`config.mk`:
```
export PLATFORM = sky130hd
export DESIGN_NAME = spi_master_phy
export DESIGN_NICKNAME = d
export VERILOG_FILES = /design/src/rtl/spi_master_phy.sv
export SDC_FILE = /design/constraint.sdc
export NUM_CORES = 1
export LEC_CHECK = 0
export ABC_CLOCK_PERIOD_IN_PS = 3400
export BUFFER_PORTS_ARGS = -buffer_cell sky130_fd_sc_hd__buf_2
export CAP_MARGIN = 30
export CORE_MARGIN = 2
export CORE_UTILIZATION = 25
export CTS_CLUSTER_SIZE = 20
export DETAILED_ROUTE_END_ITERATION = 12
export PLACE_DENSITY = 0.45
export REMOVE_ABC_BUFFERS = 1
export SYNTH_ARGS = -nofsm -noshare
export SYNTH_HDL_FRONTEND = slang
export SYNTH_SLANG_ARGS = --single-unit
```
`constraint.sdc`:
```
create_clock -name clk -period 3.4 [get_ports clk]
set_clock_uncertainty 0.1 [all_clocks]
set_input_delay 0.68 -clock clk [delete_from_list [all_inputs] [get_ports clk]]
set_output_delay 0.68 -clock clk [all_outputs]
set_load 0.02 [all_outputs]
```
`src/rtl/spi_master_phy.sv`:
```
// rtl/spi_master_phy.sv - SPI master PHY: TX FIFO, CPOL/CPHA modes, bit order, multi-CS with hold.
// Optional internal MOSI->sampler loopback when SPI_LOOPBACK_EN is defined.
module spi_master_phy #(
    parameter int DATA_W  = 8,
    parameter int DIV_W   = 8,
    parameter int CS_NUM  = 1,
    parameter int FIFO_AW = 2
) (
    input  logic               clk,
    input  logic               rst,
    input  logic [DIV_W-1:0]   div,
    input  logic               cpol,
    input  logic               cpha,
    input  logic               lsb_first,
    input  logic [CS_NUM-1:0]  cs_mask,
    input  logic               cs_hold,
    input  logic               wr,
    input  logic [DATA_W-1:0]  wr_data,
    output logic               wr_ready,
    output logic [FIFO_AW:0]   tx_level,
    output logic               rd,
    output logic [DATA_W-1:0]  rd_data,
    output logic               busy,
    output logic               spi_clk,
    output logic               spi_mosi,
    input  logic               spi_miso,
    output logic [CS_NUM-1:0]  spi_cs_n
`ifdef SPI_LOOPBACK_EN
    ,
    input  logic               loopback
`endif
);

    localparam int DEPTH = 1 << FIFO_AW;
    localparam int HP_W  = $clog2(2 * DATA_W + 1);
    localparam logic [HP_W-1:0] HP_LAST  = HP_W'(2 * DATA_W);
    localparam logic [HP_W-1:0] HP_FINAL_TRAIL = HP_W'(2 * DATA_W - 1);

    typedef enum logic [1:0] {IDLE, XFER, GUARD} state_t;

    state_t              state;
    logic [DATA_W-1:0]   mem [DEPTH];
    logic [FIFO_AW-1:0]  wptr, rptr;
    logic [FIFO_AW:0]    count;
    logic                push, pop, fifo_empty;
    logic [DATA_W-1:0]   head;

    logic [DIV_W-1:0]    div_l, cnt;
    logic                cpha_l, lsb_l, cs_hold_l;
    logic [HP_W-1:0]     hp;
    logic [DATA_W-1:0]   tx_sr, rx_sr;
    logic                hp_end, sample_bit;
    logic                load_cpha;
    logic [DATA_W-1:0]   load_word;

    function automatic logic [DATA_W-1:0] rev(input logic [DATA_W-1:0] v);
        logic [DATA_W-1:0] r;
        for (int i = 0; i < DATA_W; i++) r[i] = v[DATA_W-1-i];
        return r;
    endfunction

    assign fifo_empty = (count == '0);
    assign wr_ready   = (count != (FIFO_AW+1)'(DEPTH));
    assign push       = wr && wr_ready;
    assign tx_level   = count;
    assign head       = mem[rptr];
    assign hp_end     = (cnt == div_l);
    assign busy       = (state != IDLE) || !fifo_empty;

    // Pop when leaving IDLE, or at frame end when CS hold chains the next word.
    assign pop = !fifo_empty &&
                 ((state == IDLE) ||
                  (state == XFER && hp_end && hp == HP_LAST && cs_hold_l));

`ifdef SPI_LOOPBACK_EN
    assign sample_bit = loopback ? spi_mosi : spi_miso;
`else
    assign sample_bit = spi_miso;
`endif

    // The shift register always moves MSB-first; LSB-first words are reversed on load/unload.
    assign load_cpha = (state == IDLE) ? cpha : cpha_l;
    assign load_word = ((state == IDLE) ? lsb_first : lsb_l) ? rev(head) : head;

    always_ff @(posedge clk) begin
        if (push) mem[wptr] <= wr_data;
    end

    always_ff @(posedge clk) begin
        if (rst) begin
            wptr  <= '0;
            rptr  <= '0;
            count <= '0;
        end else begin
            if (push) wptr <= wptr + FIFO_AW'(1);
            if (pop)  rptr <= rptr + FIFO_AW'(1);
            count <= count + (FIFO_AW+1)'(push) - (FIFO_AW+1)'(pop);
        end
    end

    always_ff @(posedge clk) begin
        if (rst) begin
            state     <= IDLE;
            spi_clk   <= 1'b0;
            spi_cs_n  <= '1;
            spi_mosi  <= 1'b1;
            rd        <= 1'b0;
            rd_data   <= '0;
            cnt       <= '0;
            hp        <= '0;
            div_l     <= '0;
            cpha_l    <= 1'b0;
            lsb_l     <= 1'b0;
            cs_hold_l <= 1'b0;
            tx_sr     <= '0;
            rx_sr     <= '0;
        end else begin
            rd <= 1'b0;
            case (state)
                IDLE: begin
                    spi_clk  <= cpol;
                    spi_cs_n <= '1;
                    spi_mosi <= 1'b1;
                    cnt      <= '0;
                    hp       <= '0;
                    if (!fifo_empty) begin
                        div_l     <= div;
                        cpha_l    <= cpha;
                        lsb_l     <= lsb_first;
                        cs_hold_l <= cs_hold;
                        spi_cs_n  <= ~cs_mask;
                        if (!load_cpha) begin
                            spi_mosi <= load_word[DATA_W-1];
                            tx_sr    <= load_word << 1;
                        end else begin
                            tx_sr    <= load_word;
                        end
                        state <= XFER;
                    end
                end
                XFER: begin
                    if (!hp_end) begin
                        cnt <= cnt + DIV_W'(1);
                    end else begin
                        cnt <= '0;
                        if (hp != HP_LAST) begin
                            spi_clk <= ~spi_clk;
                            hp      <= hp + HP_W'(1);
                            if (hp[0] == 1'b0) begin
                                if (!cpha_l) begin
                                    rx_sr <= {rx_sr[DATA_W-2:0], sample_bit};
                                end else begin
                                    spi_mosi <= tx_sr[DATA_W-1];
                                    tx_sr    <= tx_sr << 1;
                                end
                            end else begin
                                if (cpha_l) begin
                                    rx_sr <= {rx_sr[DATA_W-2:0], sample_bit};
                                end else if (hp != HP_FINAL_TRAIL) begin
                                    spi_mosi <= tx_sr[DATA_W-1];
                                    tx_sr    <= tx_sr << 1;
                                end
                            end
                        end else begin
                            rd      <= 1'b1;
                            rd_data <= lsb_l ? rev(rx_sr) : rx_sr;
                            hp      <= '0;
                            if (cs_hold_l && !fifo_empty) begin
                                if (!load_cpha) begin
                                    spi_mosi <= load_word[DATA_W-1];
                                    tx_sr    <= load_word << 1;
                                end else begin
                                    tx_sr    <= load_word;
                                end
                            end else begin
                                spi_cs_n <= '1;
                                spi_mosi <= 1'b1;
                                state    <= GUARD;
                            end
                        end
                    end
                end
                GUARD: begin
                    // Minimum CS-high time of one half-period before the next frame.
                    if (!hp_end) begin
                        cnt <= cnt + DIV_W'(1);
                    end else begin
                        cnt   <= '0;
                        state <= IDLE;
                    end
                end
                default: state <= IDLE;
            endcase
        end
    end

endmodule
```
==> flow_summary_export.csv <==
group,metric,value,unit
status,status,"finished clean",
clock_network,cts-root-to-sink-buffers,2,
setup_path,critPathMaxFanout,6,
routing,drt_wl_total,10.2,mm
power_and_ir_drop,cellPowerDensity,818,mW/mm^2
setup_path,worst_path_dominant_cell_family,"adder cells",
routing,dr.pass1.iters,4,
clock_network,htree_num_levels,3,
clock_network,worst_setup_hold_path_clk_slew,0.06,ns
logic_synthesis,synth_top_area_cell,"sky130_fd_sc_hd__dfxtp_1",
worst_hold_path,worst_hold_path.num_cells,1,
worst_hold_path,timing.hold.worst.class,"reg -> reg",
setup_path,timing.reg2reg.setup_slack,0.41,ns
routing,drt_drc_violations_left,0,
setup_path,critical_path_buf_inv_count,3,
sta,relSlewSlack,0.599,
logic_synthesis,syn-mean-instance-area,10.9,sq um
sta,rsz0062_at_grt,"no",
sta,slew_violations,0,
power_and_ir_drop,power.ir.vdd_worst,0.304,mV
finish,antenna_cells,0,
global_route,via_count_of_the_first_global_routing_pass,3228,
global_route,global_route_total_overflow,0,
logic_synthesis,ys_ff_latch,95,
die,fp-row-count,49,
logic_synthesis,seq_area_frac_synth,0.495,
setup_path,rr_startpoint,"hp[0]",
power_and_ir_drop,power.static_leakage,2.01,nW
die,die_width,138,um
logic_synthesis,synth.area.top_cells,"sky130_fd_sc_hd__dfxtp_1, sky130_fd_sc_hd__edfxtp_1, sky130_fd_sc_hd__mux2i_1",
setup_path,cell_count_of_the_worst_reg_to_reg_path,13,
placed_design,placement.io_buffers,41,
clock_network,cts_inserted_buffers,9,
setup_path,setup.worst_path.class,"reg -> reg",
global_route,grt_util_all_layers,0.109,
finish,synthToLayoutAreaGrowth,17.3,%
finish,most_frequent_cells_in_the_layout,"sky130_fd_sc_hd__dfxtp_1, sky130_fd_sc_hd__buf_2, sky130_fd_sc_hd__nor2_1",
clock_network,cts_repair_resize_count,0,
global_route,initial_antenna_violation_count,0,
die,dieArea,0.0191,sq mm
sta,tns,0,ns
setup_path,timing.critical_path.to_type,"flip-flop",
logic_synthesis,synth_enable_flop_cells,32,
placed_design,gp_routability_congestion,0.793,
setup_path,setup.worst_path.start_class,"flip-flop",
global_route,grt_max_degree,27,
logic_synthesis,yosys_most_used_dff,"sky130_fd_sc_hd__dfxtp_1",
setup_path,crit_path_max_incr_delay,0.41,ns
logic_synthesis,synth_largest_type_area_fraction,0.281,
die,core_region_area,0.0178,sq mm
setup_path,worst_path_max_delay_cell,"sky130_fd_sc_hd__o31ai_2",
global_route,wire_length_of_the_first_global_routing_pass,16.7,mm
setup_path,timing.rr.end,"tx_level[2]",
sta,hold_viol,0,
routing,wl_per_cell,15.0,um
job,max_cap_violations,0,
setup_path,timing.critical_path.arrival,3.13,ns
logic_synthesis,library_cells_used_by_synthesis,60,
setup_path,worstPathCellList,"inv_1 -> ha_1 -> and4bb_2 -> nand4_1 -> o31ai_2 -> ha_1 -> inv_1 -> ha_1 -> inv_1 -> fa_1 -> xor2_1 -> xnor2_1 -> nor2_1",
logic_synthesis,synth-async-reset-ratio,0,
logic_synthesis,ys_warn_count,0,
worst_hold_path,worst_hold_startpoint,"rd_data[5]",
routing,via_per_inst,4.68,
sta,period_needed,2.99,ns
clock_network,cts_num_sinks,95,
sta,fmaxAchievable,334,MHz
die,top_level_ports,42,
routing,drt.antenna.violating_nets,0,
clock_network,clock_tree.root_cell,"sky130_fd_sc_hd__clkbuf_16",
sta,min_period_over_period,0.881,
finish,final_common_cell,"sky130_fd_sc_hd__dfxtp_1",
worst_hold_path,holdPathEnd,"rd_data[5]",
sta,worstMarginPinSlew,0.600,ns
finish,final_util,0.296,
routing,detailedRoute.firstIterationViolations,204,
clock_network,clock_tree_from_tritoncts,"done",
clock_network,holdBufCountCts,0,
clock_network,post_cts_setup_repair_buffer_count,0,
placed_design,hpwl,7.42,mm
sta,finalSetupViolations,0,
clock_network,worst_skew_pair.late_latency,0.34,ns
finish,final_net_count,491,
die,die-height,138,um
setup_path,worst_ep_required_time,3.53,ns
routing,via_count,3187,
logic_synthesis,post_synthesis_instance_area,0.00449,sq mm
die,start_util,0.253,
logic_synthesis,synth_cells,411,
finish,post_route_cells_drive_above_1_share,0.184,
## stage by stage
step                setup slack (ns)  std cells  instance area [sq um]  power (W)  hold WS [ns]
finish                         0.405        681                   5270    0.00431         0.356
global route                   0.191        681                   5270    0.00459         0.381
CTS                            0.388        681                   5270    0.00437         0.363
detailed placement             0.403        666                   4930    0.00323         0.342
global placement               0.475        666                   4930    0.00321         0.347
floorplan                      0.501        389                   4390    0.00270         0.338
## cell usage after synthesis (all sizes together) (4+ instances only)
library cell and number:
a21oi 19, or3 5, nand4 8, clkbuf 6
o31ai 4, xnor2 13, a221oi 12, mux4 8
nor3 4, mux2i 25, edfxtp 32, nand3 16
inv 15, mux2 7, xor2 6, o21ai 7
and4 4, nor2b 5, nor2 37, and3 11
ha 17, buf 16, a31oi 4, nand2 32
o2bb2ai 8, dfxtp 63
## final cells by class
type                    instances  area (sq um)
fillers                      1844         12500
flip-flops and latches         95          2220
multi-input cells             278          2110
clock buffers                  14           307
well taps                     229           287
repair buffers                 48           258
inverters                      16          60.1
clock inverters                 1          30.0
## registers in the layout, indices dropped and copies added (netlist names), 2 cells and up, named ones only
name      flops
tx_sr         8
rd_data       8
rx_sr         8
state         2
mem          32
wptr          2
rptr          2
tx_level      3
div_l         8
cnt           8
hp            5
## worst max-delay path by stage
stage	start	endpoint	slack (ns)	cells past startpoint
after floorplan	state[0]	tx_level[2]	0.50	11
after global placement	hp[0]	tx_level[2]	0.47	13
after detailed placement	hp[0]	tx_level[2]	0.40	13
after CTS	hp[0]	tx_level[2]	0.39	13
after global routing	hp[0]	tx_level[2]	0.19	13
final	hp[0]	tx_level[2]	0.41	13
## power breakdown
part	internal (W)	switching, W	total [W]
combinational	0.000666	0.00101	0.00167
sequential	0.00136	0.000163	0.00152
clock	0.000696	0.000425	0.00112
total	0.00272	0.00160	0.00431
## cell families after synthesis
logic type | after synthesis | synth area share
simple gates | 131 | 0.146
compound gates | 70 | 0.114
xor+xnor | 19 | 0.0370
flops | 95 | 0.495
mux | 40 | 0.120
fa+ha+maj | 18 | 0.0518
buf+inv | 38 | 0.0362
## metal layers
layer,part of all wire,vias up,global-route usage
met5,0,-,0
met2,0.47,53,0.178
met1,0.48,1537,0.142
met4,0.017,0,0.0451
met3,0.033,11,0.0232
li1,-,1586,-
(Power assumes the default switching activity.)
